`src/rtl/vshift_seq.sv`:
```
// Purpose: runs one vector SLL/SRL/SRA element by element through the lane's shared shifter.
//          VSHIFT_MASK_EN adds the req_mask_i port so masked-off elements are skipped.
// Latency: accept at t, first read at t+1, first writeback at t+2; 1 element/cycle. Backpressure: a held writeback stalls reads.
module vshift_seq #(
    parameter int DATA_WIDTH = 32,
    parameter int MAX_VL     = 16,
    parameter int VL_W       = $clog2(MAX_VL + 1)
) (
    input  logic                  module_clk_i,
    input  logic                  rst_ni,
    input  logic                  req_valid_i,
    output logic                  req_ready_o,
    input  logic [1:0]            req_op_i,
    input  logic [VL_W-1:0]       req_vl_i,
`ifdef VSHIFT_MASK_EN
    input  logic [MAX_VL-1:0]     req_mask_i,
`endif
    output logic                  rd_en_o,
    output logic [VL_W-1:0]       rd_idx_o,
    input  logic [DATA_WIDTH-1:0] rd_a_i,
    input  logic [DATA_WIDTH-1:0] rd_sh_i,
    output logic                  sh_en_o,
    output logic                  sh_dir_sel_o,
    output logic                  sh_data_tc_o,
    output logic [DATA_WIDTH-1:0] sh_a_o,
    output logic [DATA_WIDTH-1:0] sh_shift_o,
    input  logic [DATA_WIDTH-1:0] sh_result_i,
    output logic                  wb_valid_o,
    input  logic                  wb_ready_i,
    output logic [VL_W-1:0]       wb_idx_o,
    output logic [DATA_WIDTH-1:0] wb_data_o,
    output logic                  done_o,
    output logic                  err_o
);

    localparam int SHW = $clog2(DATA_WIDTH);

    localparam logic [1:0] OP_SLL = 2'b00;
    localparam logic [1:0] OP_SRL = 2'b01;
    localparam logic [1:0] OP_SRA = 2'b10;
    localparam logic [1:0] OP_RSV = 2'b11;

    typedef enum logic [1:0] {
        S_IDLE,
        S_RUN,
        S_DRAIN,
        S_DONE
    } state_t;

    state_t                state_q, state_d;
    logic [1:0]            op_q;
    logic [VL_W-1:0]       vl_q;
    logic [VL_W-1:0]       idx_q;
    logic [VL_W-1:0]       idx_nxt;
    logic                  err_q;
    logic                  wb_valid_q;
    logic [VL_W-1:0]       wb_idx_q;
    logic [DATA_WIDTH-1:0] wb_data_q;
`ifdef VSHIFT_MASK_EN
    logic [MAX_VL-1:0]     mask_q;
`endif

    logic                  accept;
    logic                  in_range;
    logic                  stall;
    logic                  elem_on;
    logic                  issue;
    logic                  skip;
    logic                  advance;
    logic                  last;
    logic [DATA_WIDTH-1:0] shamt;
    logic                  unused_sh_hi;

    assign accept   = req_valid_i && (state_q == S_IDLE);
    assign in_range = (state_q == S_RUN) && (idx_q < vl_q);
    assign stall    = wb_valid_q && !wb_ready_i;
    assign idx_nxt  = idx_q + 1'b1;
    assign last     = (idx_nxt == vl_q);

    always_comb begin
        elem_on = 1'b1;
`ifdef VSHIFT_MASK_EN
        elem_on = 1'b0;
        for (int i = 0; i < MAX_VL; i++) begin
            if (idx_q == VL_W'(i)) elem_on = mask_q[i];
        end
`endif
    end

    // Masked-off elements advance even while the writeback is stalled.
    assign issue   = in_range && elem_on && !stall;
    assign skip    = in_range && !elem_on;
    assign advance = issue || skip;

    // Right shifts are expressed to the shifter as a negative shift amount.
    assign shamt        = {{(DATA_WIDTH - SHW){1'b0}}, rd_sh_i[SHW-1:0]};
    assign unused_sh_hi = ^rd_sh_i[DATA_WIDTH-1:SHW];
    assign sh_shift_o   = (op_q == OP_SLL) ? shamt : (~shamt + 1'b1);
    assign sh_dir_sel_o = (op_q == OP_SRL) || (op_q == OP_SRA);
    assign sh_data_tc_o = (op_q == OP_SRA);
    assign sh_a_o       = rd_a_i;
    assign sh_en_o      = issue;

    assign rd_en_o  = issue;
    assign rd_idx_o = idx_q;

    assign req_ready_o = (state_q == S_IDLE);
    assign wb_valid_o  = wb_valid_q;
    assign wb_idx_o    = wb_idx_q;
    assign wb_data_o   = wb_data_q;
    assign done_o      = (state_q == S_DONE);
    assign err_o       = (state_q == S_DONE) && err_q;

    always_comb begin
        state_d = state_q;
        case (state_q)
            S_IDLE: begin
                if (req_valid_i) begin
                    if ((req_vl_i == '0) || (req_op_i == OP_RSV)) state_d = S_DONE;
                    else                                          state_d = S_RUN;
                end
            end
            S_RUN: begin
                if (advance && last) begin
                    // A skipped last element needs no drain if nothing is left pending.
                    if (issue)                            state_d = S_DRAIN;
                    else if (!wb_valid_q || wb_ready_i)   state_d = S_DONE;
                    else                                  state_d = S_DRAIN;
                end
            end
            S_DRAIN: begin
                if (!wb_valid_q || wb_ready_i) state_d = S_DONE;
            end
            S_DONE:  state_d = S_IDLE;
            default: state_d = S_IDLE;
        endcase
    end

    always_ff @(posedge module_clk_i or negedge rst_ni) begin
        if (!rst_ni) begin
            state_q    <= S_IDLE;
            op_q       <= OP_SLL;
            vl_q       <= '0;
            idx_q      <= '0;
            err_q      <= 1'b0;
            wb_valid_q <= 1'b0;
            wb_idx_q   <= '0;
            wb_data_q  <= '0;
`ifdef VSHIFT_MASK_EN
            mask_q     <= '0;
`endif
        end else begin
            state_q <= state_d;
            if (accept) begin
                op_q  <= req_op_i;
                vl_q  <= req_vl_i;
                idx_q <= '0;
                err_q <= (req_op_i == OP_RSV);
`ifdef VSHIFT_MASK_EN
                mask_q <= req_mask_i;
`endif
            end else if (advance) begin
                idx_q <= idx_nxt;
            end

            if (issue) begin
                wb_valid_q <= 1'b1;
                wb_idx_q   <= idx_q;
                wb_data_q  <= sh_result_i;
            end else if (wb_ready_i) begin
                wb_valid_q <= 1'b0;
            end
        end
    end

endmodule

```
`config.mk`:
```
export PLATFORM = sky130hd
export DESIGN_NAME = vshift_seq
export DESIGN_NICKNAME = d
export VERILOG_FILES = /design/src/rtl/vshift_seq.sv
export SDC_FILE = /design/constraint.sdc
export NUM_CORES = 1
export LEC_CHECK = 0
export BUFFER_PORTS_ARGS = -buffer_cell sky130_fd_sc_hd__buf_2
export CORE_UTILIZATION = 41
export DETAILED_ROUTE_END_ITERATION = 8
export HOLD_SLACK_MARGIN = 0.1
export PLACE_DENSITY_LB_ADDON = 0.08
export SETUP_SLACK_MARGIN = 0.3
export SLEW_MARGIN = 20
export SYNTH_ARGS = -nofsm -noshare
export SYNTH_HDL_FRONTEND = slang
export SYNTH_SLANG_ARGS = --single-unit
```
`constraint.sdc`:
```
create_clock -name module_clk_i -period 3.05 [get_ports module_clk_i]
set_input_delay 0.61 -clock module_clk_i [delete_from_list [all_inputs] [get_ports module_clk_i]]
set_output_delay 0.61 -clock module_clk_i [all_outputs]
set_load 0.03 [all_outputs]
```
Word level (Yosys, flattened, before mapping)
Cells that the tools add are included.

Bits in registers: 53. Output and inout bits: 114. Logic and storage cells: 52. Input port bits: 107.

Add/subtract/negate cells: 2. Reduce and logical (&&, ||, !) cells: 18. Multiplexer cells: 12. Order comparisons: 1. Bitwise operators: 1. Eq/ne operators: 10.

Operators with widths (number): 32-bit by 1-bit adder with 32-bit output (second input constant) (1); 32-bit 2-to-1 mux (1); 5-bit NOT with 32-bit output (1); 5-bit 2-to-1 mux (2); 2-bit == test (second input constant) (4); 2-bit 2-to-1 mux (4); 2-bit one-hot mux with 4 select lines (1); 1-bit logical AND (6); 5-bit by 1-bit adder with 5-bit output (second input constant) (1); 5-bit == test (1); 5-bit logical NOT (1); 5-bit < comparator (1); 2-bit by 1-bit == test with 1-bit output (second input constant) (2); 2-bit logical NOT (2); 1-bit 2-to-1 mux (4); 2-bit != test (second input constant) (2); 2-bit nonzero test (2); 1-bit logical NOT (3); 1-bit logical OR (3); 3-bit AND reduction (1); 2-bit by 1-bit != test with 1-bit output (second input constant) (1).

Longest topological paths before layout
Depth in word-level cells: 7. Gate-level depth with buffers: 10.

Worst setup path after synthesis
No wires, ideal clock.

Path kind: reg-to-output. Start: register idx_q[3], in the netlist rd_idx_o[3]. End: output sh_en_o. Data required time: 2.440 ns. Arrival time: 2.081 ns. Slack: 0.359 ns. Cell stages (with the launch flop): 8. Cells stage by stage: dfrtp_1 -> ha_1 -> a21o_1 -> a21oi_2 -> nand4_1 -> inv_2 -> buf_2 -> buf_4.

Cells in the longest elaborated chain, start to end: 3.

Ends and longest elaborated chain: start, declared (line 53) `logic [VL_W-1:0] idx_q;`; start signal, assigned (line 163) `idx_q <= idx_nxt;`; 5-bit < comparator (line 75) `assign in_range = (state_q == S_RUN) && (idx_q < vl_q);`; 1-bit logical AND (line 75); 1-bit logical AND (line 91) `assign issue = in_range && elem_on && !stall;`; end, declared (line 22) `output logic sh_en_o,`.

No other way between the ends.

Worst setup path after layout
Start: register idx_q[3], in the netlist rd_idx_o[3]. End: output rd_en_o.

Cells in the longest elaborated chain, start to end: 3.

Ends and longest elaborated chain: 5-bit < comparator (line 75); 1-bit logical AND (line 75); 1-bit logical AND (line 91); end, declared (line 18) `output logic rd_en_o,`.

No other way between the ends.

==> impl_metrics.ini <==
[final_layout]
flow.area_growth_from_synthesis_pct = 13.8
fin_cells = 511
num_antenna_cells = 0
final_core_utilization_pct = 48.8
finish.net_count = 536
drive_gt1_share_pct = 35.4
n_fill_cell = 733

[logic_synthesis]
synthesized_area_fraction_occupied_by_and_or_nand_nor_cells_pct = 20.7
share_of_synthesized_area_spent_on_multiplexers_pct = 1.10
number_of_enable_type_register_cells_in_the_synthesized_netlist = 0
predominant_post_synthesis_flop_cell = sky130_fd_sc_hd__dfrtp_1
synth-xor-area-share_pct = 3.25
synth_top_family_by_area = simple AND/OR/NAND/NOR gates
synth.top_cells.by_count = sky130_fd_sc_hd__nand2_1, sky130_fd_sc_hd__buf_4, sky130_fd_sc_hd__dfrtp_1, sky130_fd_sc_hd__ha_1, sky130_fd_sc_hd__inv_1
synth_seq_cells = 53
syn-mean-instance-area_um2 = 8.60
yosysWarnings = 0
post_synth_main_area_contributors = sky130_fd_sc_hd__dfrtp_1, sky130_fd_sc_hd__nand2_1, sky130_fd_sc_hd__buf_4
yosysUniqueCellTypes = 36
netlist_area_um2 = 2970
post_synth_inst_count = 345
synth_compound_area_share_pct = 5.82
share_of_the_synthesized_area_in_the_top_cell_type_pct = 44.7
async_flop_share_pct = 100
yosysSeqAreaShare_pct = 44.7
synthesis.nets = 466
synth-adder-area-share_pct = 5.91
synth.most_common_cell = sky130_fd_sc_hd__nand2_1
synth_top_cell_by_area = sky130_fd_sc_hd__dfrtp_1

[clock_network]
clock_latency_ns = 0.30
numCtsBuffers = 5
cts.clk_slew.worst_paths_ns = 0.09
tritoncts = done
ctsLongestPathBuffers = 2
numClockSinks = 53
cts_root_buffer = sky130_fd_sc_hd__clkbuf_8
htree_num_levels = 2

[critical_path]
setup_cp_type = flop to primary output
crit_start = rd_idx_o[3]
reg2reg_depth = 8
end_kind = primary output
r2r-end = rd_idx_o[3]
critical_path_arrival_ns = 2.01
required_ns = 2.44
timing.reg2reg.setup_slack_ns = 0.84
cp_max_fo = 7
cp-start-kind = flop
worstReg2RegStart = rd_idx_o[3]
timing.critical_path.to = rd_en_o

[floorplanning]
die_ar_um2 = 7580
die_w_um = 87.0
coreArea_um2 = 6910
io-pin-count = 221
floorplan.initialDensity_pct = 42.9
dieHeight_um = 87.0
num_rows = 30

[global_routing]
largest_net_degree_at_the_start_of_global_routing = 44
vias_in_the_first_global_route = 2176
gr-usage-all-layers_pct = 17.1
antenna_found_initial = 0
grt_overflow_total = 0
grt_first_pass_wirelength_um = 10000

[power]
cellLeakagePower_uw = 0.00193
p_total_uw = 4420
max_rail_drop_vdd_mv = 0.681
pwr_density_cell_nw_per_um2 = 1310

[detailed_routing]
ant_nets = 0
drt-vias-per-instance = 4.48
dr.pass1.iters = 4
wirelength_um = 6040
routedWlPerCell_um = 11.8
drc = 0
routed-via-count = 2287
drt_iter0_drc = 95

[place]
io_buffer_count = 129
gp_congestion = 0.780
dpl.hpwl_um = 4340
numPlacedInstances = 504

[timing]
clock.fmax_mhz = 382
worst_case_hold_slack_ns = 0.345
worstMarginPinSlew_ns = 0.702
period_minus_slack_ns = 2.62
layout_worst_path_cycle_share_pct = 85.9
grt_setup_unrepaired = no
timing.slew.headroom_pct = 53.2
final_max_slew_viol_count = 0
clock_skew_ns = 0.00734
hold_viol = 0
setup-tns-final_ns = 0
setup_viol = 0

[run_status]
outcome = finished clean

[run]
maxCapViolCount = 0

[hold_path]
timing.hold.worst.class = input pin to async pin
worst max-delay path, cell delays in order (launching register included):
cell and delay (ns):
sky130_fd_sc_hd__dfrtp_2 0.49, sky130_fd_sc_hd__ha_1 0.35, sky130_fd_sc_hd__a21o_1 0.20, sky130_fd_sc_hd__a21oi_2 0.18, sky130_fd_sc_hd__nand4_1 0.17, sky130_fd_sc_hd__inv_2 0.12
sky130_fd_sc_hd__buf_2 0.20
metrics by stage:
stage / instance area, um^2 / setup WS, ns
floorplan: 2970 / 0.359
global placement: 3260 / 0.586
detailed placement: 3260 / 0.536
CTS: 3370 / 0.386
global route: 3370 / 0.316
finish: 3370 / 0.431
final cells by class:
| cell class | instances | area (um^2) | share of cell area [%] |
|---|---|---|---|
| flip-flops and latches | 53 | 1330 | 39.4 |
| multi-input cells | 208 | 1100 | 32.5 |
| clock inverters | 2 | 35.0 | 1.04 |
| repair buffers | 132 | 668 | 19.8 |
| clock buffers | 5 | 68.8 | 2.04 |
| well taps | 96 | 120 | 3.56 |
| inverters | 15 | 56.3 | 1.67 |
routing by layer:
metal | share of wire (%) | global-route usage [%]
met2 | 45 | 27.6
met1 | 47 | 22.0
met3 | 7.0 | 4.36
met4 | 1.4 | 6.67
met5 | 0 | 0
cell usage in the layout (no fill, tap or decap), drive strengths merged, types with 3 or more instances in the layout:
master	Yosys	layout
ha	14	14
clkbuf	6	5
nand2	125	125
inv	15	15
xnor2	8	8
o21ai	11	11
a21oi	6	6
buf	63	132
xor2	3	3
nor2	13	13
dfrtp	53	53
nand3	3	3
report_power, final:
group | total [uW] | internal [uW] | switching (uW)
sequential | 1200 | 1020 | 183
clock | 460 | 239 | 221
combinational | 2760 | 786 | 1970
total | 4420 | 2040 | 2370
state kept, by name, summed over array words and instances (netlist names):
register    count
op_q            2
rd_idx_o        5
err_q           1
vl_q            5
state_q         2
wb_valid_o      1
wb_data_o      32
wb_idx_o        5
repair_timing:
| item | in CTS | in global routing |
|---|---|---|
| buffers inserted | 0 | 0 |
| endpoints found under the setup margin | 0 | 2 |
| resized for setup | 0 | 2 |
| hold buffers | 0 | 0 |
cells by family (layout without fill, tap and decap cells):
group | Yosys count | count (layout)
flops | 53 | 53
fa+ha+maj | 14 | 14
compound gates | 27 | 27
buf+inv | 84 | 154
xor+xnor | 11 | 11
mux | 3 | 3
simple gates | 153 | 153
worst min path at each step:
stage | startpoint | endpoint | slack, ns
after CTS | rst_ni | vl_q[4] | 0.37
after global placement | wb_data_o[28] | wb_data_o[28] | 0.45
final | rst_ni | state_q[1] | 0.35
after global routing | rst_ni | state_q[1] | 0.41
after floorplan | rst_ni | err_q | 0.31
after detailed placement | wb_data_o[1] | wb_data_o[1] | 0.46
Power figures use the tool's default switching activity.
